### src/rtl/regbank_pkg.sv
// Shared constants, FSM state encoding and buffer entry layout for the
// register-bank dump reader.
package regbank_pkg;

  localparam int DATA_W   = 32;
  localparam int ADDR_W   = 5;
  localparam int NUM_REGS = 2 ** ADDR_W;

  typedef enum logic [1:0] {
    IDLE,
    READ,
    SEND,
    FIN
  } state_t;

  typedef struct packed {
    logic              valid;
    logic [ADDR_W-1:0] index;
    logic [DATA_W-1:0] data;
  } entry_t;

  // Register indices wrap at the bank size (ptr+1 at index 31 becomes 0).
  function automatic logic [ADDR_W-1:0] wrapIdx(input int unsigned value);
    return ADDR_W'(value % NUM_REGS);
  endfunction

endpackage

### src/rtl/regbank_dump_reader_if.sv
// Bank read-port and trace-stream signals between the dump reader (master)
// and the register bank / debug sink (slave).
interface regbank_dump_reader_if;
  import regbank_pkg::*;

  logic [ADDR_W-1:0] rd_addr1;
  logic [ADDR_W-1:0] rd_addr2;
  logic [DATA_W-1:0] rd_data1;
  logic [DATA_W-1:0] rd_data2;
  logic              out_valid;
  logic              out_ready;
  logic [ADDR_W-1:0] out_index;
  logic [DATA_W-1:0] out_data;

  modport master (
    output rd_addr1, rd_addr2, out_valid, out_index, out_data,
    input  rd_data1, rd_data2, out_ready
  );

  modport slave (
    input  rd_addr1, rd_addr2, out_valid, out_index, out_data,
    output rd_data1, rd_data2, out_ready
  );

endinterface

### src/rtl/regbank_dump_buf.sv
// Two-entry capture buffer: loaded in one shot from both bank read ports,
// then drained one entry per pop, entry0 before entry1.
module regbank_dump_buf
  import regbank_pkg::*;
(
  input  logic   clock,
  input  logic   reset,
  input  logic   flush_i,
  input  logic   load_i,
  input  entry_t entry0_i,
  input  entry_t entry1_i,
  input  logic   pop_i,
  output entry_t head_o,
  output logic   headIsLast_o
);

  entry_t entry0_q, entry0_d;
  entry_t entry1_q, entry1_d;

  always_comb begin
    entry0_d = entry0_q;
    entry1_d = entry1_q;
    if (flush_i) begin
      entry0_d = '0;
      entry1_d = '0;
    end else if (load_i) begin
      entry0_d = entry0_i;
      entry1_d = entry1_i;
    end else if (pop_i) begin
      if (entry0_q.valid) begin
        entry0_d.valid = 1'b0;
      end else begin
        entry1_d.valid = 1'b0;
      end
    end
  end

  always_ff @(posedge clock) begin
    if (reset) begin
      entry0_q <= '0;
      entry1_q <= '0;
    end else begin
      entry0_q <= entry0_d;
      entry1_q <= entry1_d;
    end
  end

  // Exactly one valid entry left means the current head is the final one.
  assign head_o       = entry0_q.valid ? entry0_q : entry1_q;
  assign headIsLast_o = entry0_q.valid ^ entry1_q.valid;

endmodule

### src/rtl/regbank_dump_reader.sv
// Debug reader that walks a register range two indices per bank read and
// streams each register out as an (index, data) valid/ready beat.
module regbank_dump_reader
  import regbank_pkg::*;
#(
  parameter bit ZERO_REG0 = 1'b1
) (
  input  logic                  clock,
  input  logic                  reset,
  input  logic                  start,
  input  logic                  abort,
  input  logic [ADDR_W-1:0]     first_reg,
  input  logic [ADDR_W-1:0]     last_reg,
  output logic                  busy,
  output logic                  done,
  regbank_dump_reader_if.master bus
);

  state_t            state_q, state_d;
  logic [ADDR_W-1:0] ptr_q, ptr_d;
  logic [ADDR_W-1:0] last_q, last_d;
  logic [ADDR_W-1:0] ptrNext;
  logic              bufLoad, bufPop, bufFlush;
  entry_t            entry0, entry1, head;
  logic              headIsLast;
  logic              handshake;

  assign ptrNext = wrapIdx(32'(ptr_q) + 32'd1);

  // Entry1 is dropped when ptr already sits on the last index, which also
  // hides the harmless 31 -> 0 wrap of ptr+1.
  always_comb begin
    entry0       = '0;
    entry1       = '0;
    entry0.valid = 1'b1;
    entry0.index = ptr_q;
    entry0.data  = bus.rd_data1;
    entry1.valid = ({1'b0, ptr_q} < {1'b0, last_q});
    entry1.index = ptrNext;
    entry1.data  = bus.rd_data2;
  end

  regbank_dump_buf u_buf (
    .clock        (clock),
    .reset        (reset),
    .flush_i      (bufFlush),
    .load_i       (bufLoad),
    .entry0_i     (entry0),
    .entry1_i     (entry1),
    .pop_i        (bufPop),
    .head_o       (head),
    .headIsLast_o (headIsLast)
  );

  assign handshake = bus.out_valid && bus.out_ready;

  always_comb begin
    state_d  = state_q;
    ptr_d    = ptr_q;
    last_d   = last_q;
    bufLoad  = 1'b0;
    bufPop   = 1'b0;
    bufFlush = 1'b0;
    unique case (state_q)
      IDLE: begin
        if (start) begin
          if ({1'b0, first_reg} <= {1'b0, last_reg}) begin
            ptr_d   = first_reg;
            last_d  = last_reg;
            state_d = READ;
          end else begin
            state_d = FIN;
          end
        end
      end
      READ: begin
        bufLoad = 1'b1;
        state_d = SEND;
      end
      SEND: begin
        if (handshake) begin
          bufPop = 1'b1;
          if (headIsLast) begin
            if ({1'b0, head.index} == {1'b0, last_q}) begin
              state_d = FIN;
            end else begin
              ptr_d   = wrapIdx(32'(ptr_q) + 32'd2);
              state_d = READ;
            end
          end
        end
      end
      FIN: begin
        state_d = IDLE;
      end
      default: state_d = IDLE;
    endcase
    // Abort cancels whatever the active state decided, including a beat.
    if (abort && state_q != IDLE) begin
      state_d  = IDLE;
      ptr_d    = ptr_q;
      bufLoad  = 1'b0;
      bufPop   = 1'b0;
      bufFlush = 1'b1;
    end
  end

  always_ff @(posedge clock) begin
    if (reset) begin
      state_q <= IDLE;
      ptr_q   <= '0;
      last_q  <= '0;
    end else begin
      state_q <= state_d;
      ptr_q   <= ptr_d;
      last_q  <= last_d;
    end
  end

  always_comb begin
    bus.rd_addr1  = (state_q == READ) ? ptr_q : '0;
    bus.rd_addr2  = (state_q == READ) ? ptrNext : '0;
    bus.out_valid = (state_q == SEND) && head.valid;
    bus.out_index = bus.out_valid ? head.index : '0;
    bus.out_data  = '0;
    if (bus.out_valid && !(ZERO_REG0 && head.index == '0)) begin
      bus.out_data = head.data;
    end
    busy = (state_q != IDLE);
    done = (state_q == FIN) && !abort;
  end

endmodule

### src/flat_wrapper.sv
// flat-port wrapper written by rule: the top's interface ports become plain ports
module regbank_dump_reader_flat import regbank_pkg::*;
#(
  parameter bit ZERO_REG0 = 1'b1
)
  (clock, reset, start, abort, first_reg, last_reg, busy, done, bus_rd_addr1, bus_rd_addr2, bus_out_valid, bus_out_index, bus_out_data, bus_rd_data1, bus_rd_data2, bus_out_ready);
  regbank_dump_reader_if bus_i ();
  input  logic clock;
  input  logic reset;
  input  logic start;
  input  logic abort;
  input  logic [ADDR_W-1:0] first_reg;
  input  logic [ADDR_W-1:0] last_reg;
  output logic busy;
  output logic done;
  output wire logic [$bits(bus_i.rd_addr1)-1:0] bus_rd_addr1;
  output wire logic [$bits(bus_i.rd_addr2)-1:0] bus_rd_addr2;
  output wire logic [$bits(bus_i.out_valid)-1:0] bus_out_valid;
  output wire logic [$bits(bus_i.out_index)-1:0] bus_out_index;
  output wire logic [$bits(bus_i.out_data)-1:0] bus_out_data;
  input wire logic [$bits(bus_i.rd_data1)-1:0] bus_rd_data1;
  input wire logic [$bits(bus_i.rd_data2)-1:0] bus_rd_data2;
  input wire logic [$bits(bus_i.out_ready)-1:0] bus_out_ready;
  assign bus_rd_addr1 = bus_i.rd_addr1;
  assign bus_rd_addr2 = bus_i.rd_addr2;
  assign bus_out_valid = bus_i.out_valid;
  assign bus_out_index = bus_i.out_index;
  assign bus_out_data = bus_i.out_data;
  assign bus_i.rd_data1 = bus_rd_data1;
  assign bus_i.rd_data2 = bus_rd_data2;
  assign bus_i.out_ready = bus_out_ready;
  regbank_dump_reader #(.ZERO_REG0(ZERO_REG0)) u_core (.clock(clock), .reset(reset), .start(start), .abort(abort), .first_reg(first_reg), .last_reg(last_reg), .busy(busy), .done(done), .bus(bus_i));
endmodule
### config.mk
export PLATFORM = sky130hd
export DESIGN_NAME = regbank_dump_reader_flat
export DESIGN_NICKNAME = d
export VERILOG_FILES = /design/src/rtl/regbank_pkg.sv /design/src/rtl/regbank_dump_reader_if.sv /design/src/rtl/regbank_dump_buf.sv /design/src/rtl/regbank_dump_reader.sv /design/src/flat_wrapper.sv
export SDC_FILE = /design/constraint.sdc
export NUM_CORES = 1
export LEC_CHECK = 0
export CAP_MARGIN = 20
export CORE_MARGIN = 4
export CORE_UTILIZATION = 40
export CTS_CLUSTER_SIZE = 14
export DETAILED_ROUTE_END_ITERATION = 6
export PLACE_DENSITY_LB_ADDON = 0.12
export SLEW_MARGIN = 30
export SYNTH_ARGS = -nofsm -noshare
export SYNTH_HDL_FRONTEND = slang
export SYNTH_HIERARCHICAL = 1
export SYNTH_SLANG_ARGS = --single-unit
### constraint.sdc
create_clock -name clock -period 2.7 [get_ports clock]
set_clock_uncertainty 0.05 [all_clocks]
set_input_delay 0.405 -clock clock [delete_from_list [all_inputs] [get_ports clock]]
set_output_delay 0.405 -clock clock [all_outputs]
set_load 0.1 [all_outputs]
==> run metrics, run 1 <==
status=complete, but fails checks; violated checks=setup timing; met3 wire len=722 µm; die area=0.0133 mm²; total length of routed wires=11900 µm; largest net degree at the start of global routing=53; final net count=680; Post-Route M1 WL=5150 µm; Global Route Usage Sum=17.9%; Reg power frac=42.4%; initial core utilization=41.6%; Post-Syn Area=0.00461 mm²; CP max-delay cell=or4_4; IO Port Bufs=128; global-route wire length before repair=18700 µm; combinational cell fraction of total power=19.4%; internal power=0.00241 W; wire length per cell=16.1 µm; Final Max Slew Viols=0; I/O pin cnt=129; Setup crit start kind=flop; Async SR Flop Fraction=0%; Die X=115 µm; Worst-Margin Slew=0.518 ns; Peak supply drop=0.000409 V; xor/xnor cell area share of the yosys netlist=1.90%; Synth Area in Simple Gates=19.4%; H-tree levels=3; synth unique cells=43; CTS buffer count=9; Final Critical Period=2.72 ns; Max Cap Viol=0; clock-pin transition on the worst setup and hold timing paths=0.07 ns; critical-path maximum fanout=8; compound-gate portion of the synthesized area=4.23%; final setup vio count=21; post-synthesis mux area share=27.1%; Syn Nets=554; Setup Crit Path Kind=reg2out; Finished Cell Area=0.00673 mm²; Ys Warns=6; Post-synth top flop=dfxtp_1; RSZ-0062 raised after global routing=true; Hold Crit Class=reg2reg; DR pass1 iterations=4; Power, Total=0.00332 W; Syn-to-layout area delta=46.1%; fmax=367 MHz; period utilization=101%; post-synthesis adder-cell area fraction=3.26%; Mapped Cells=463; setup TNS=-0.151 ns; Rows=38; pwr/cell area=493 mW/mm²; DR DRC count=0; fill cell count=946; worst path required time=2.25 ns; main combinational cell family by area after synthesis=multiplexers; Rel. slew slack=65.4%; Crit path largest cell delay=0.60 ns; clk sinks=88; clock group share of total power=38.1%; Lkg Pwr=2.67 nW; Post-synth EDFFs=0; DP HPWL=8050 µm; Placer Congestion=0.820; post-route setup slack=-0.0234 ns; final hold violation count=0; CP Capture Type=output pin; ANT cells=0; core area=0.0111 mm²; Via density=4.91; average size of a mapped cell=9.96 µm²; CP cell instances=mux2_4, or4_4, o21a_4, and2_4, buf_12; met2 wire len=5910 µm; vias in the first global route=3770; CTS tree=built; grt ovf=0; chip height=115 µm; clock buffer depth=2; #FFs+latches synth=88; Iteration-0 DRC Markers=167; Placed Area=0.00634 mm²; antenna violations before repair=0; ANT nets after route=0; Sw Share=27.4%; Worst EP arrival=2.27 ns; post-synthesis sequential area ratio=38.2%; clock root cell=clkbuf_16; Net Sw Power=0.000910 W; via count=3607; clock latency on the worst-skew pair=0.33 ns; DR top layer=met4; layout cells sized above 1=27.4%
==> critical path: cells and delay by family (launching register included) <==
kind	cells	cell delay, ns
muxes	1	0.31
buffers and inverters	1	0.16
DFF	1	0.39
AOI/OAI and AO/OA	1	0.29
and+or+nand+nor	2	0.78
==> Yosys cell counts, types with 2 or more instances <==
library cell	count	area [µm²]
buf_4	4	30.0
xor2_1	6	52.6
mux2i_1	83	831
nor2_1	90	338
xnor2_1	4	35.0
mux2_2	37	417
clkbuf_1	4	15.0
inv_1	14	52.6
a31o_1	2	17.5
a21o_1	3	22.5
ha_1	12	150
buf_2	8	40.0
buf_6	11	124
a21oi_1	8	40.0
or2_1	2	12.5
and2_1	13	81.3
nand3_1	5	25.0
and2_4	30	263
dfxtp_1	88	1760
a211o_1	3	26.3
nor2b_1	2	12.5
and3_1	5	31.3
nand2b_1	4	25.0
nand2_1	6	22.5
==> power by group through the flow <==
stage | clock [W] | combinational [W] | sequential, W
floorplan | 0 | 0.000435 | 0.00142
global placement | 0 | 0.000629 | 0.00144
detailed placement | 0 | 0.000640 | 0.00144
CTS | 0.00130 | 0.000652 | 0.00141
global route | 0.00134 | 0.000699 | 0.00142
finish | 0.00127 | 0.000645 | 0.00141
==> cells in the final DEF, fill, tap and decap left out, drive strengths merged <==
| cell type | instances |
|---|---|
| a211o | 3 |
| a21o | 3 |
| a21oi | 9 |
| a31o | 2 |
| a31oi | 2 |
| a32oi | 1 |
| and2 | 43 |
| and3 | 5 |
| and4bb | 1 |
| buf | 62 |
| bufinv | 1 |
| clkbuf | 10 |
| clkdlybuf4s50 | 78 |
| clkinv | 4 |
| conb | 1 |
| dfxtp | 88 |
| ha | 12 |
| inv | 16 |
| mux2 | 37 |
| mux2i | 83 |
| nand2 | 7 |
| nand2b | 4 |
| nand3 | 5 |
| nand4 | 1 |
| nor2 | 91 |
| nor2b | 2 |
| nor3 | 1 |
| nor3b | 1 |
| nor4 | 1 |
| o21a | 4 |
| o21ai | 1 |
| o221ai | 1 |
| or2 | 2 |
| or3 | 1 |
| or4 | 1 |
| xnor2 | 4 |
| xor2 | 6 |
==> logic make-up after synthesis <==
logic type,count (synthesis)
buf+inv,43
xor+xnor,10
other cells,1
fa+ha+maj,12
simple gates,166
compound gates,23
mux,120
flops,88
==> metrics by stage <==
step	instances	hold WS (ns)	setup slack (ns)	util (%)
after CTS	733	0.448	-0.0488	60.7
after global routing	734	0.461	-0.0662	60.8
after floorplan	463	0.404	0.101	-
after detailed placement	711	0.431	0.0925	57.2
after global placement	711	0.417	0.130	57.2
final	734	0.442	-0.0234	60.8
==> sequential cells by signal, summed over array words and instances, names as in the netlist <==
register / count
u_core/u_buf/entry0_q: 38
u_core/u_buf/entry1_q: 38
u_core/last_q: 5
u_core/ptr_q: 5
u_core/state_q: 2
==> path summary, 6_finish.rpt <==
path	from	end	cells after the start	slack (ns)
max	u_core/u_buf/entry0_q[37]	bus_out_data[2]	5	-0.02
min	u_core/u_buf/entry0_q[27]	u_core/u_buf/entry0_q[27]	2	0.44
max reg2reg	u_core/u_buf/entry0_q[37]	u_core/ptr_q[3]	7	0.72
min reg2reg	u_core/u_buf/entry0_q[27]	u_core/u_buf/entry0_q[27]	2	0.44
==> metal layers <==
layer	track usage, %	vias up
li1	-	1811
met1	22.0	1707
met3	4.79	4
met5	0	-
met2	30.7	85
met4	4.93	0
==> area by class of cell <==
class,count,area (µm²),area share [%]
clock inverter,6,66.3,0.985
inverter,15,56.3,0.836
tap,140,175,2.60
sequential,88,1770,26.2
multi-input combinational,335,2650,39.3
clock buffer,10,239,3.55
timing repair buffer,140,1780,26.5
==> repair_timing <==
item	4_1_cts	5_1_grt
pin swaps	31	4
setup buffers	3	1
hold endpoints to repair	0	0
hold buffers	0	0
gates cloned	3	0
endpoints found under the setup margin	32	32
resized for setup	9	0
No activity file was read; power rests on OpenSTA's default activity.
==> run 2, diff against run 1 <==
CELL_PAD_IN_SITES_DETAIL_PLACEMENT = 0   (was unset)
CELL_PAD_IN_SITES_GLOBAL_PLACEMENT = 1   (was unset)
CORE_UTILIZATION = 37   (was 40)
==> run metrics, run 2 (synthesis gave the netlist of run 1 again) <==
global-route wire length before repair=19300 µm (was 18700 µm); final hold violation count=0 (unchanged); final setup vio count=32 (was 21); commonest non-fill, non-tap cells in the layout=nor2_1 (89), dfxtp_1 (87), mux2i_1 (83) (unchanged); initial core utilization=38.1% (was 41.6%); die area=0.0143 mm² (was 0.0133 mm²); Global Route Usage Sum=16.9% (was 17.9%); Die X=120 µm (was 115 µm); Rows=40 (was 38); final net count=681 (was 680); pwr/cell area=481 mW/mm² (was 493 mW/mm²); H-tree levels=3 (unchanged); status=complete, but fails checks (unchanged); Power, Total=0.00326 W (was 0.00332 W); via count=3597 (was 3607); critical-path maximum fanout=8 (unchanged); RSZ-0062 raised after global routing=true (unchanged); Lkg Pwr=2.66 nW (was 2.67 nW); Setup crit start kind=flop (unchanged); Hold Crit Class=reg2reg (unchanged); Iteration-0 DRC Markers=162 (was 167); Max Cap Viol=0 (unchanged); Final Max Slew Viols=0 (unchanged); commonest non-fill, non-tap cell in the layout=nor2_1 (unchanged); clock-pin transition on the worst setup and hold timing paths=0.07 ns (about the same); fmax=364 MHz (was 367 MHz); DR DRC count=0 (unchanged); clk sinks=88 (unchanged); ANT cells=0 (unchanged); Final Critical Period=2.75 ns (was 2.72 ns); Rel. slew slack=64.3% (was 65.4%); ANT nets after route=0 (unchanged); Placer Congestion=0.863 (was 0.820); chip height=120 µm (was 115 µm); Worst EP arrival=2.30 ns (was 2.27 ns); worst path required time=2.25 ns (about the same); violated checks=setup timing (unchanged); vias in the first global route=3733 (was 3770); Via density=4.71 (was 4.91); clock buffer depth=2 (unchanged); DP HPWL=8250 µm (was 8050 µm); Setup Crit Path Kind=reg2out (unchanged); CP Capture Type=output pin (unchanged); antenna violations before repair=0 (unchanged); post-route setup slack=-0.0507 ns (was -0.0234 ns); Worst-Margin Slew=0.534 ns (was 0.518 ns); largest net degree at the start of global routing=67 (was 53); CTS buffer count=9 (unchanged); clock root cell=clkbuf_16 (unchanged); layout cells sized above 1=27.6% (was 27.4%); CTS tree=built (unchanged); period utilization=102% (was 101%); core area=0.0121 mm² (was 0.0111 mm²); Peak supply drop=0.000265 V (was 0.000409 V); clock latency on the worst-skew pair=0.34 ns (was 0.33 ns); Syn-to-layout area delta=47.1% (was 46.1%); wire length per cell=15.8 µm (was 16.1 µm); setup TNS=-1.02 ns (was -0.151 ns); DR pass1 iterations=4 (unchanged); Top Registers=u_core/u_buf/entry0_q x38, u_core/u_buf/entry1_q x38 (unchanged); IO Port Bufs=128 (unchanged); total length of routed wires=12100 µm (was 11900 µm); grt ovf=0 (unchanged); I/O pin cnt=129 (unchanged)
-- run 2: cell count changes in the layout (fill, tap and decap cells not counted), sizes merged --
cell / delta
clkinv: -3
clkinvlp: +3
buf: +1
bufinv: -1
clkbuf: +1
-- run 2: layer usage --
| metal | global-route usage [%] | wire (µm) |
|---|---|---|
| met5 | 0 | 0 |
| met4 | 4.58 | 101 |
| met3 | 2.97 | 484 |
| met2 | 26.9 | 5690 |
| met1 | 23.5 | 5810 |
-- run 2: worst max-delay path, stage by stage (launching register included) --
cell and delay [ns]:
dfxtp_4 0.40, mux2_4 0.32, or4_4 0.60, o21a_4 0.30
and2_4 0.17, buf_12 0.16
-- run 2: area by class of cell --
class                   instances  area, µm²
clock inverters                 5       40.0
multi-input cells             335       2650
well taps                     168        210
clock buffers                  11        253
repair buffers                141       1810
inverters                      15       56.3
fillers                      1122       5330
flip-flops and latches         88       1770
-- run 2: power breakdown --
part           switching [W]  internal (W)
logic               0.000336      0.000308
registers          0.0000555       0.00135
clock network       0.000526      0.000679
-- run 2: metrics by stage --
stage | worst slack [ns] | utilization [%] | cell area [µm²] | hold WS (ns) | std cells
3_3_place_gp | 0.152 | 52.8 | 6400 | 0.417 | 741
3_5_place_dp | 0.134 | 52.8 | 6400 | 0.429 | 741
2_1_floorplan | 0.101 | - | 4610 | 0.404 | 463
6_report | -0.0507 | 56.0 | 6780 | 0.442 | 763
5_1_grt | -0.105 | 56.0 | 6780 | 0.472 | 763
4_1_cts | -0.0762 | 55.9 | 6770 | 0.445 | 762
-- run 2: path summary, 6_finish.rpt --
| check | start | end | slack (ns) | depth (start not counted) |
|---|---|---|---|---|
| max reg2reg | u_core/u_buf/entry0_q[37] | u_core/ptr_q[4] | 0.60 | 10 |
| max | u_core/u_buf/entry0_q[37] | bus_out_data[25] | -0.05 | 5 |
| min | u_core/u_buf/entry1_q[13] | u_core/u_buf/entry1_q[13] | 0.44 | 2 |
| min reg2reg | u_core/u_buf/entry1_q[13] | u_core/u_buf/entry1_q[13] | 0.44 | 2 |
-- run 2: what timing repair did --
| item | in CTS | in global routing |
|---|---|---|
| gates cloned | 3 | 0 |
| buffers inserted | 2 | 1 |
| pin swaps | 31 | 5 |
| resized for setup | 9 | 1 |
| endpoints found under the hold margin | 0 | 0 |
| hold buffers | 0 | 0 |
| endpoints found under the setup margin | 32 | 32 |
==> run 3, diff against run 2 <==
CELL_PAD_IN_SITES_DETAIL_PLACEMENT = unset   (was 0)
CELL_PAD_IN_SITES_GLOBAL_PLACEMENT = unset   (was 1)
CORE_UTILIZATION = 40   (was 37)
SLEW_MARGIN = 20   (was 30)
==> results of run 3 <==
Final layout, timing and power as in run 1 (identical DEF).
